--- src/rtl/lock_in_demod_core_if.sv ---
// Sample/reference/control inputs and demodulated result outputs of the lock-in core.
// The master side drives samples and configuration; the slave side is the demodulator.
interface lock_in_demod_core_if #(
  parameter int ADC_W = 14,
  parameter int REF_W = 14,
  parameter int OUT_W = 14,
  parameter int CNT_W = 20
);
  logic signed [ADC_W-1:0] adc_i;
  logic signed [REF_W-1:0] ref_i_i;
  logic signed [REF_W-1:0] ref_q_i;
  logic                    enable_i;
  logic                    ext_mode_i;
  logic                    sync_i;
  logic        [CNT_W-1:0] period_i;
  logic              [5:0] shift_i;
  logic signed [OUT_W-1:0] i_o;
  logic signed [OUT_W-1:0] q_o;
  logic                    valid_o;
  logic                    sat_o;
  logic signed [OUT_W-1:0] mux_o;
  logic                    mux_sel_o;

  modport master (
    output adc_i, ref_i_i, ref_q_i, enable_i, ext_mode_i, sync_i, period_i, shift_i,
    input  i_o, q_o, valid_o, sat_o, mux_o, mux_sel_o
  );

  modport slave (
    input  adc_i, ref_i_i, ref_q_i, enable_i, ext_mode_i, sync_i, period_i, shift_i,
    output i_o, q_o, valid_o, sat_o, mux_o, mux_sel_o
  );
endinterface

--- src/rtl/lock_in_demod_core.sv ---
// Dual-phase lock-in demodulator: sample x reference products integrated over a window,
// then shifted and saturated into I/Q results plus an I-then-Q multiplexed stream.
module lock_in_demod_core #(
  parameter int ADC_W = 14,
  parameter int REF_W = 14,
  parameter int OUT_W = 14,
  parameter int ACC_W = 48,
  parameter int CNT_W = 20
) (
  input logic                  dac_clk_i,
  input logic                  dac_rstn_i,
  lock_in_demod_core_if.slave  bus
);
  localparam int PRD_W = ADC_W + REF_W;
  localparam logic signed [ACC_W-1:0] ACC_MAX = {1'b0, {(ACC_W-1){1'b1}}};
  localparam logic signed [ACC_W-1:0] ACC_MIN = {1'b1, {(ACC_W-1){1'b0}}};
  localparam logic signed [ACC_W-1:0] OUT_MAX = {{(ACC_W-OUT_W+1){1'b0}}, {(OUT_W-1){1'b1}}};
  localparam logic signed [ACC_W-1:0] OUT_MIN = {{(ACC_W-OUT_W+1){1'b1}}, {(OUT_W-1){1'b0}}};

  typedef enum logic {IDLE, RUN} state_t;

  logic signed [ADC_W-1:0] adc_s1;
  logic signed [REF_W-1:0] ri_s1, rq_s1;
  logic                    en_s1, sync_s1;
  logic signed [PRD_W-1:0] pi_s2, pq_s2;
  logic                    en_s2, sync_s2;
  state_t                  state;
  logic signed [ACC_W-1:0] acc_i, acc_q, res_i, res_q, shr_i, shr_q;
  logic        [CNT_W-1:0] cnt, per_l, next_per;
  logic                    ext_l, dump_s3, dv4;
  logic              [5:0] shift_s3;
  logic signed [ACC_W-1:0] p_i, p_q, sum_i, sum_q;
  logic signed [OUT_W-1:0] cl_i, cl_q;
  logic                    ov_i, ov_q, tc, dump;

  function automatic logic signed [ACC_W-1:0] sat_add(input logic signed [ACC_W-1:0] a,
                                                      input logic signed [ACC_W-1:0] b);
    logic signed [ACC_W:0] s;
    s = {a[ACC_W-1], a} + {b[ACC_W-1], b};
    if (s[ACC_W] != s[ACC_W-1]) return s[ACC_W] ? ACC_MIN : ACC_MAX;
    return s[ACC_W-1:0];
  endfunction

  always_ff @(posedge dac_clk_i or negedge dac_rstn_i) begin
    if (!dac_rstn_i) begin
      adc_s1 <= '0; ri_s1 <= '0; rq_s1 <= '0; en_s1 <= 1'b0; sync_s1 <= 1'b0;
      pi_s2 <= '0; pq_s2 <= '0; en_s2 <= 1'b0; sync_s2 <= 1'b0;
    end else begin
      adc_s1  <= bus.adc_i;
      ri_s1   <= bus.ref_i_i;
      rq_s1   <= bus.ref_q_i;
      en_s1   <= bus.enable_i;
      sync_s1 <= bus.sync_i;
      pi_s2   <= PRD_W'(adc_s1) * PRD_W'(ri_s1);
      pq_s2   <= PRD_W'(adc_s1) * PRD_W'(rq_s1);
      en_s2   <= en_s1;
      sync_s2 <= sync_s1;
    end
  end

  always_comb begin
    p_i      = en_s2 ? ACC_W'(pi_s2) : '0;
    p_q      = en_s2 ? ACC_W'(pq_s2) : '0;
    sum_i    = sat_add(acc_i, p_i);
    sum_q    = sat_add(acc_q, p_q);
    tc       = !ext_l && en_s2 && (cnt == per_l - CNT_W'(1));
    dump     = sync_s2 || tc;
    next_per = (bus.period_i < CNT_W'(2)) ? CNT_W'(2) : bus.period_i;
  end

  // Window control: a dump closes the current window including the product in flight;
  // window length and mode are picked up only when a new window opens.
  always_ff @(posedge dac_clk_i or negedge dac_rstn_i) begin
    if (!dac_rstn_i) begin
      state <= IDLE;
      acc_i <= '0; acc_q <= '0; res_i <= '0; res_q <= '0;
      cnt <= '0; per_l <= CNT_W'(2); ext_l <= 1'b0;
      dump_s3 <= 1'b0; shift_s3 <= '0;
    end else begin
      dump_s3 <= dump;
      if (dump) begin
        res_i    <= sum_i;
        res_q    <= sum_q;
        shift_s3 <= bus.shift_i;
        acc_i    <= '0;
        acc_q    <= '0;
        cnt      <= '0;
        per_l    <= next_per;
        ext_l    <= bus.ext_mode_i;
      end else begin
        if (state == IDLE) begin
          per_l <= next_per;
          ext_l <= bus.ext_mode_i;
        end
        if (en_s2) begin
          acc_i <= sum_i;
          acc_q <= sum_q;
          if (!ext_l) cnt <= cnt + CNT_W'(1);
        end
      end
      if (state == IDLE && en_s2) state <= RUN;
    end
  end

  always_ff @(posedge dac_clk_i or negedge dac_rstn_i) begin
    if (!dac_rstn_i) begin
      shr_i <= '0; shr_q <= '0; dv4 <= 1'b0;
    end else begin
      shr_i <= res_i >>> shift_s3;
      shr_q <= res_q >>> shift_s3;
      dv4   <= dump_s3;
    end
  end

  always_comb begin
    ov_i = (shr_i > OUT_MAX) || (shr_i < OUT_MIN);
    ov_q = (shr_q > OUT_MAX) || (shr_q < OUT_MIN);
    cl_i = (shr_i > OUT_MAX) ? OUT_MAX[OUT_W-1:0] : (shr_i < OUT_MIN) ? OUT_MIN[OUT_W-1:0] : shr_i[OUT_W-1:0];
    cl_q = (shr_q > OUT_MAX) ? OUT_MAX[OUT_W-1:0] : (shr_q < OUT_MIN) ? OUT_MIN[OUT_W-1:0] : shr_q[OUT_W-1:0];
  end

  // A fresh result always claims the mux, even on the cycle reserved for the previous Q.
  always_ff @(posedge dac_clk_i or negedge dac_rstn_i) begin
    if (!dac_rstn_i) begin
      bus.i_o <= '0; bus.q_o <= '0; bus.valid_o <= 1'b0; bus.sat_o <= 1'b0;
      bus.mux_o <= '0; bus.mux_sel_o <= 1'b0;
    end else begin
      bus.valid_o <= dv4;
      if (dv4) begin
        bus.i_o       <= cl_i;
        bus.q_o       <= cl_q;
        bus.sat_o     <= ov_i || ov_q;
        bus.mux_o     <= cl_i;
        bus.mux_sel_o <= 1'b0;
      end else if (bus.valid_o) begin
        bus.mux_o     <= bus.q_o;
        bus.mux_sel_o <= 1'b1;
      end else begin
        bus.mux_o     <= '0;
        bus.mux_sel_o <= 1'b0;
      end
    end
  end
endmodule

--- src/flat_wrapper.sv ---
// flat-port wrapper written by rule: the top's interface ports become plain ports
module lock_in_demod_core_flat 
#(
  parameter int ADC_W = 14,
  parameter int REF_W = 14,
  parameter int OUT_W = 14,
  parameter int ACC_W = 48,
  parameter int CNT_W = 20
)
  (dac_clk_i, dac_rstn_i, bus_adc_i, bus_ref_i_i, bus_ref_q_i, bus_enable_i, bus_ext_mode_i, bus_sync_i, bus_period_i, bus_shift_i, bus_i_o, bus_q_o, bus_valid_o, bus_sat_o, bus_mux_o, bus_mux_sel_o);
  lock_in_demod_core_if #(.ADC_W(ADC_W), .REF_W(REF_W), .OUT_W(OUT_W), .CNT_W(CNT_W)) bus_i ();
  input logic dac_clk_i;
  input logic dac_rstn_i;
  input wire logic [$bits(bus_i.adc_i)-1:0] bus_adc_i;
  input wire logic [$bits(bus_i.ref_i_i)-1:0] bus_ref_i_i;
  input wire logic [$bits(bus_i.ref_q_i)-1:0] bus_ref_q_i;
  input wire logic [$bits(bus_i.enable_i)-1:0] bus_enable_i;
  input wire logic [$bits(bus_i.ext_mode_i)-1:0] bus_ext_mode_i;
  input wire logic [$bits(bus_i.sync_i)-1:0] bus_sync_i;
  input wire logic [$bits(bus_i.period_i)-1:0] bus_period_i;
  input wire logic [$bits(bus_i.shift_i)-1:0] bus_shift_i;
  output wire logic [$bits(bus_i.i_o)-1:0] bus_i_o;
  output wire logic [$bits(bus_i.q_o)-1:0] bus_q_o;
  output wire logic [$bits(bus_i.valid_o)-1:0] bus_valid_o;
  output wire logic [$bits(bus_i.sat_o)-1:0] bus_sat_o;
  output wire logic [$bits(bus_i.mux_o)-1:0] bus_mux_o;
  output wire logic [$bits(bus_i.mux_sel_o)-1:0] bus_mux_sel_o;
  assign bus_i.adc_i = bus_adc_i;
  assign bus_i.ref_i_i = bus_ref_i_i;
  assign bus_i.ref_q_i = bus_ref_q_i;
  assign bus_i.enable_i = bus_enable_i;
  assign bus_i.ext_mode_i = bus_ext_mode_i;
  assign bus_i.sync_i = bus_sync_i;
  assign bus_i.period_i = bus_period_i;
  assign bus_i.shift_i = bus_shift_i;
  assign bus_i_o = bus_i.i_o;
  assign bus_q_o = bus_i.q_o;
  assign bus_valid_o = bus_i.valid_o;
  assign bus_sat_o = bus_i.sat_o;
  assign bus_mux_o = bus_i.mux_o;
  assign bus_mux_sel_o = bus_i.mux_sel_o;
  lock_in_demod_core #(.ADC_W(ADC_W), .REF_W(REF_W), .OUT_W(OUT_W), .ACC_W(ACC_W), .CNT_W(CNT_W)) u_core (.dac_clk_i(dac_clk_i), .dac_rstn_i(dac_rstn_i), .bus(bus_i));
endmodule
--- config.mk ---
export PLATFORM = sky130hd
export DESIGN_NAME = lock_in_demod_core_flat
export DESIGN_NICKNAME = d
export VERILOG_FILES = /design/src/rtl/lock_in_demod_core_if.sv /design/src/rtl/lock_in_demod_core.sv /design/src/flat_wrapper.sv
export SDC_FILE = /design/constraint.sdc
export NUM_CORES = 2
export LEC_CHECK = 0
export BUFFER_PORTS_ARGS = -buffer_cell sky130_fd_sc_hd__buf_2
export CAP_MARGIN = 30
export CORE_MARGIN = 5
export CORE_UTILIZATION = 59
export CTS_CLUSTER_DIAMETER = 200
export CTS_CLUSTER_SIZE = 40
export DETAILED_ROUTE_END_ITERATION = 7
export MAX_ROUTING_LAYER = met4
export PLACE_DENSITY = 0.86
export SLEW_MARGIN = 20
export SYNTH_ARGS = -nofsm -noshare
export SYNTH_HDL_FRONTEND = slang
export SYNTH_SLANG_ARGS = --single-unit
export TNS_END_PERCENT = 100
--- constraint.sdc ---
create_clock -name dac_clk_i -period 6.35 [get_ports dac_clk_i]
set_input_delay 1.905 -clock dac_clk_i [delete_from_list [all_inputs] [get_ports dac_clk_i]]
set_output_delay 1.905 -clock dac_clk_i [all_outputs]
set_load 0.005 [all_outputs]
==> results.md <==
- Power density over the cells: ~550 nW/um^2
- First-pass GRT wire length: 177,000 um
- Compound-Gate Fraction of Synth Area: 13.4%
- Total track usage: around a quarter
- P&R area growth vs syn: 5.37%
- Core box area: ~74,000 sq um
- Simple-Gate Fraction of Synth Area: between 10% and 20%
- Worst flop-to-flop path startpoint: u_core.ri_s1[4]
- Num Clock Sinks: 485
- Syn_nets: approximately 5,600
- Overflow after GRT: 0
- Max_cap viols: 0
- Post-Synth XOR/XNOR Area: 3.80%
- Clock transition at path regs: 140 ps
- Routed wire length: 106,000 um
- Register area share after synthesis: a little over a quarter
- Row count: 100
- Final period util: 99.8%
- Antenna violations before repair: 0
- I/O pin total: 118
- Worst-path fanout max: 6
- DR WL/cell: 18.0 um
- Worst Tran Pin Value: about 940 ps
- Final worst slack: 14.5 ps
- Pwr Total: 0.0256 W
- Port bufs: 117
- Utilization after layout: 62.6%
- Startpoint type of the worst setup path: flip-flop
- Skew final: about 38 ps
- R2R cell count: 24
- Vias: 34,600
- Drt initial violations: ~3,000
- Max Root-Sink Buffers: 3
- Hold wc startpoint: u_core.dump_s3
- TritonCTS clock tree: done
- Largest net degree at the start of global routing: 143
- Adder-cell share of the synthesized area: 24.6%
- Worst min path class: flip-flop to flip-flop
- Die area: 80,500 sq um
- Fmax: 158 MHz
- Setup violators final: 0
- Largest family of logic cells by synthesized area: adder cells
- Routability-driven placement congestion ratio: 0.977
- Die Span Y: 284 um
- Pre-CTS WS: -25.3 ps
- DR pass1 iterations: 5
- Final worst path period need: 6340 ps
- Root buffer cell: clkbuf_16
- Net count, final: ~5,600
- Synth warnings: 0
- CTS H-Tree Depth: 1
- Routed vias/inst: slightly below 6
- Post-synth EDFFs: 0
- Final hold slack: 364 ps
- Status: finished, final reports clean
- Mapped Cells: 4,940
- Total CTS buffers: 16
- Hold path cells: 0
- Antenna-violating nets left: 0
- Largest area contributor in the netlist: dfrtp_1
- Die width: 284 um
- Commonest non-fill, non-tap cell in the layout: nand2_1
- Leak: 22.3 nW
- Cts hold-fix bufs: 0
- Most frequent cells in the layout: 669 x nand2_1, 574 x inv_1, 466 x dfrtp_1, 392 x fa_1, 355 x nor2_1
- Critical path required time: 6870 ps
- Register-to-register setup slack: roughly 14 ps
- Residual DRC: 0
- Syn_area_per_cell: between 8 and 9 sq um
- Async SR Flop Fraction: 100%
- Layout cell share with drive strength beyond 1: 9.23%
- Reg2reg end: u_core.pi_s2[25]
- Effective utilization at floorplan: 59.4%
- Netlist cell types: 89
- Mux cell area share after synthesis: 6.79%
- RSZ-0062 raised after global routing: yes
- Post-synth top flop: dfrtp_1
- Synth top area share: 27.4%
- Vias in the first global route: 34,700
- Mapped cell area: 44,200 sq um
- Hold Vio Cnt, Final: 0
- DP Wirelength: between 80,000 and 90,000 um
- Worst vdd ir: 0.489 mV
- Synth area leaders: dfrtp_1 27%, fa_1 18%, ha_1 6.6%, nand2_1 5.7%, inv_1 4.9%
- Flops & latches, synth: about 490
- Critical setup path kind: flip-flop to flip-flop
- Hold Path End: u_core.dv4
- Clk_lat worst skew: 600 ps
- Worst EP arrival: 6860 ps
- Crit path capture type: flip-flop
- Setup TNS: 0 ps
- Slew HR: 37.1%
- Final slew viol count: 0
## worst max-delay path by stage
stage	slack (ps)	from	cells after the start	end
6_report	10	u_core.ri_s1[4]	24	u_core.pi_s2[25]
5_1_grt	-180	u_core.ri_s1[4]	24	u_core.pi_s2[25]
4_1_cts	-6	u_core.ri_s1[4]	23	u_core.pi_s2[25]
3_5_place_dp	-30	u_core.ri_s1[3]	23	u_core.pi_s2[25]
3_3_place_gp	110	u_core.adc_s1[5]	24	u_core.pq_s2[27]
2_1_floorplan	100	u_core.adc_s1[13]	22	u_core.pi_s2[26]
## sequential cells by signal, indices dropped and copies added, names as in the netlist, 6 cells and up
| name | flops |
|---|---|
| u_core.rq_s1 | 14 |
| u_core.pq_s2 | 28 |
| u_core.cnt | 20 |
| u_core.per_l | 20 |
| u_core.shift_s3 | 6 |
| u_core.bus.mux_o | 14 |
| u_core.acc_i | 48 |
| u_core.adc_s1 | 14 |
| u_core.bus.i_o | 14 |
| u_core.ri_s1 | 14 |
| u_core.shr_i | 48 |
| u_core.res_q | 48 |
| u_core.shr_q | 48 |
| u_core.acc_q | 48 |
| u_core.bus.q_o | 14 |
| u_core.pi_s2 | 28 |
| u_core.res_i | 48 |
## final cells by class
type,instances,area [sq um]
diodes,1,2.50
clock buffers,23,448
clock inverters,3,38.8
fillers,6020,27800
inverters,579,2180
multi-input cells,3607,29000
flip-flops and latches,485,12200
well taps,969,1210
repair buffers,233,1540
## synthesized netlist by cell type, drive strengths merged (18+ instances only)
| cell type | number |
|---|---|
| ha | 232 |
| mux2 | 45 |
| nand4 | 48 |
| nor4 | 34 |
| inv | 577 |
| and3 | 28 |
| a21o | 73 |
| a31oi | 22 |
| dfrtp | 484 |
| nor2b | 18 |
| nand2b | 37 |
| a211oi | 85 |
| nor3 | 39 |
| mux4 | 65 |
| and2 | 277 |
| xnor2 | 130 |
| clkbuf | 206 |
| nand3 | 46 |
| nor2 | 360 |
| o21a | 22 |
| fa | 392 |
| o21bai | 19 |
| a21oi | 312 |
| xor2 | 62 |
| buf | 63 |
| o21ai | 330 |
| nand2 | 672 |
| mux2i | 97 |
## cell families (layout without fill, tap and decap cells)
kind of cell,Yosys count,after routing
simple gates,1589,1589
xor+xnor,192,192
buf+inv,848,838
compound gates,984,984
mux,207,207
other cells,0,1
flops,485,485
fa+ha+maj,635,635
## timing repair
item	in CTS	in global routing
endpoints found under the setup margin	5	15
pin swaps	0	29
setup buffers	0	14
resized for setup	3	55
## layer usage
layer / track usage [%] / routed length, um / vias up
met3: 2.59 / 6180 / 159
met2: 43.0 / 51000 / 1172
li1: - / - / 16200
met4: 5.83 / 2550 / 0
met1: 37.4 / 46500 / 17100
met5: - / 0 / -
## critical path, cell delays in order, from the launching register on
cell and delay [ps]:
dfrtp_2 490, buf_6 140, and2_1 140, fa_1 540, inv_1 60, fa_1 530
inv_1 50, fa_1 470, fa_1 510, fa_1 550, inv_1 60, fa_1 540
inv_1 50, ha_1 330, o21ai_1 110, nand2b_1 110, a21oi_2 170, a311o_1 180
a21boi_2 90, o31ai_2 300, nand2_1 130, a31o_2 270, a21o_1 190, a21oi_2 150
xnor2_1 120
## through the flow
stage,std cells,area (sq um)
floorplan,4940,44200
global placement,5857,45800
detailed placement,5857,45800
CTS,5883,46300
global route,5899,46600
finish,5900,46600
## power by group
part           switching, W  internal, W  leakage (nW)
logic                0.0108      0.00826          16.1
clock network      0.000980     0.000519         0.236
registers          0.000807      0.00429          5.93
total                0.0126       0.0131          22.3
No activity file was read; power rests on OpenSTA's default activity.
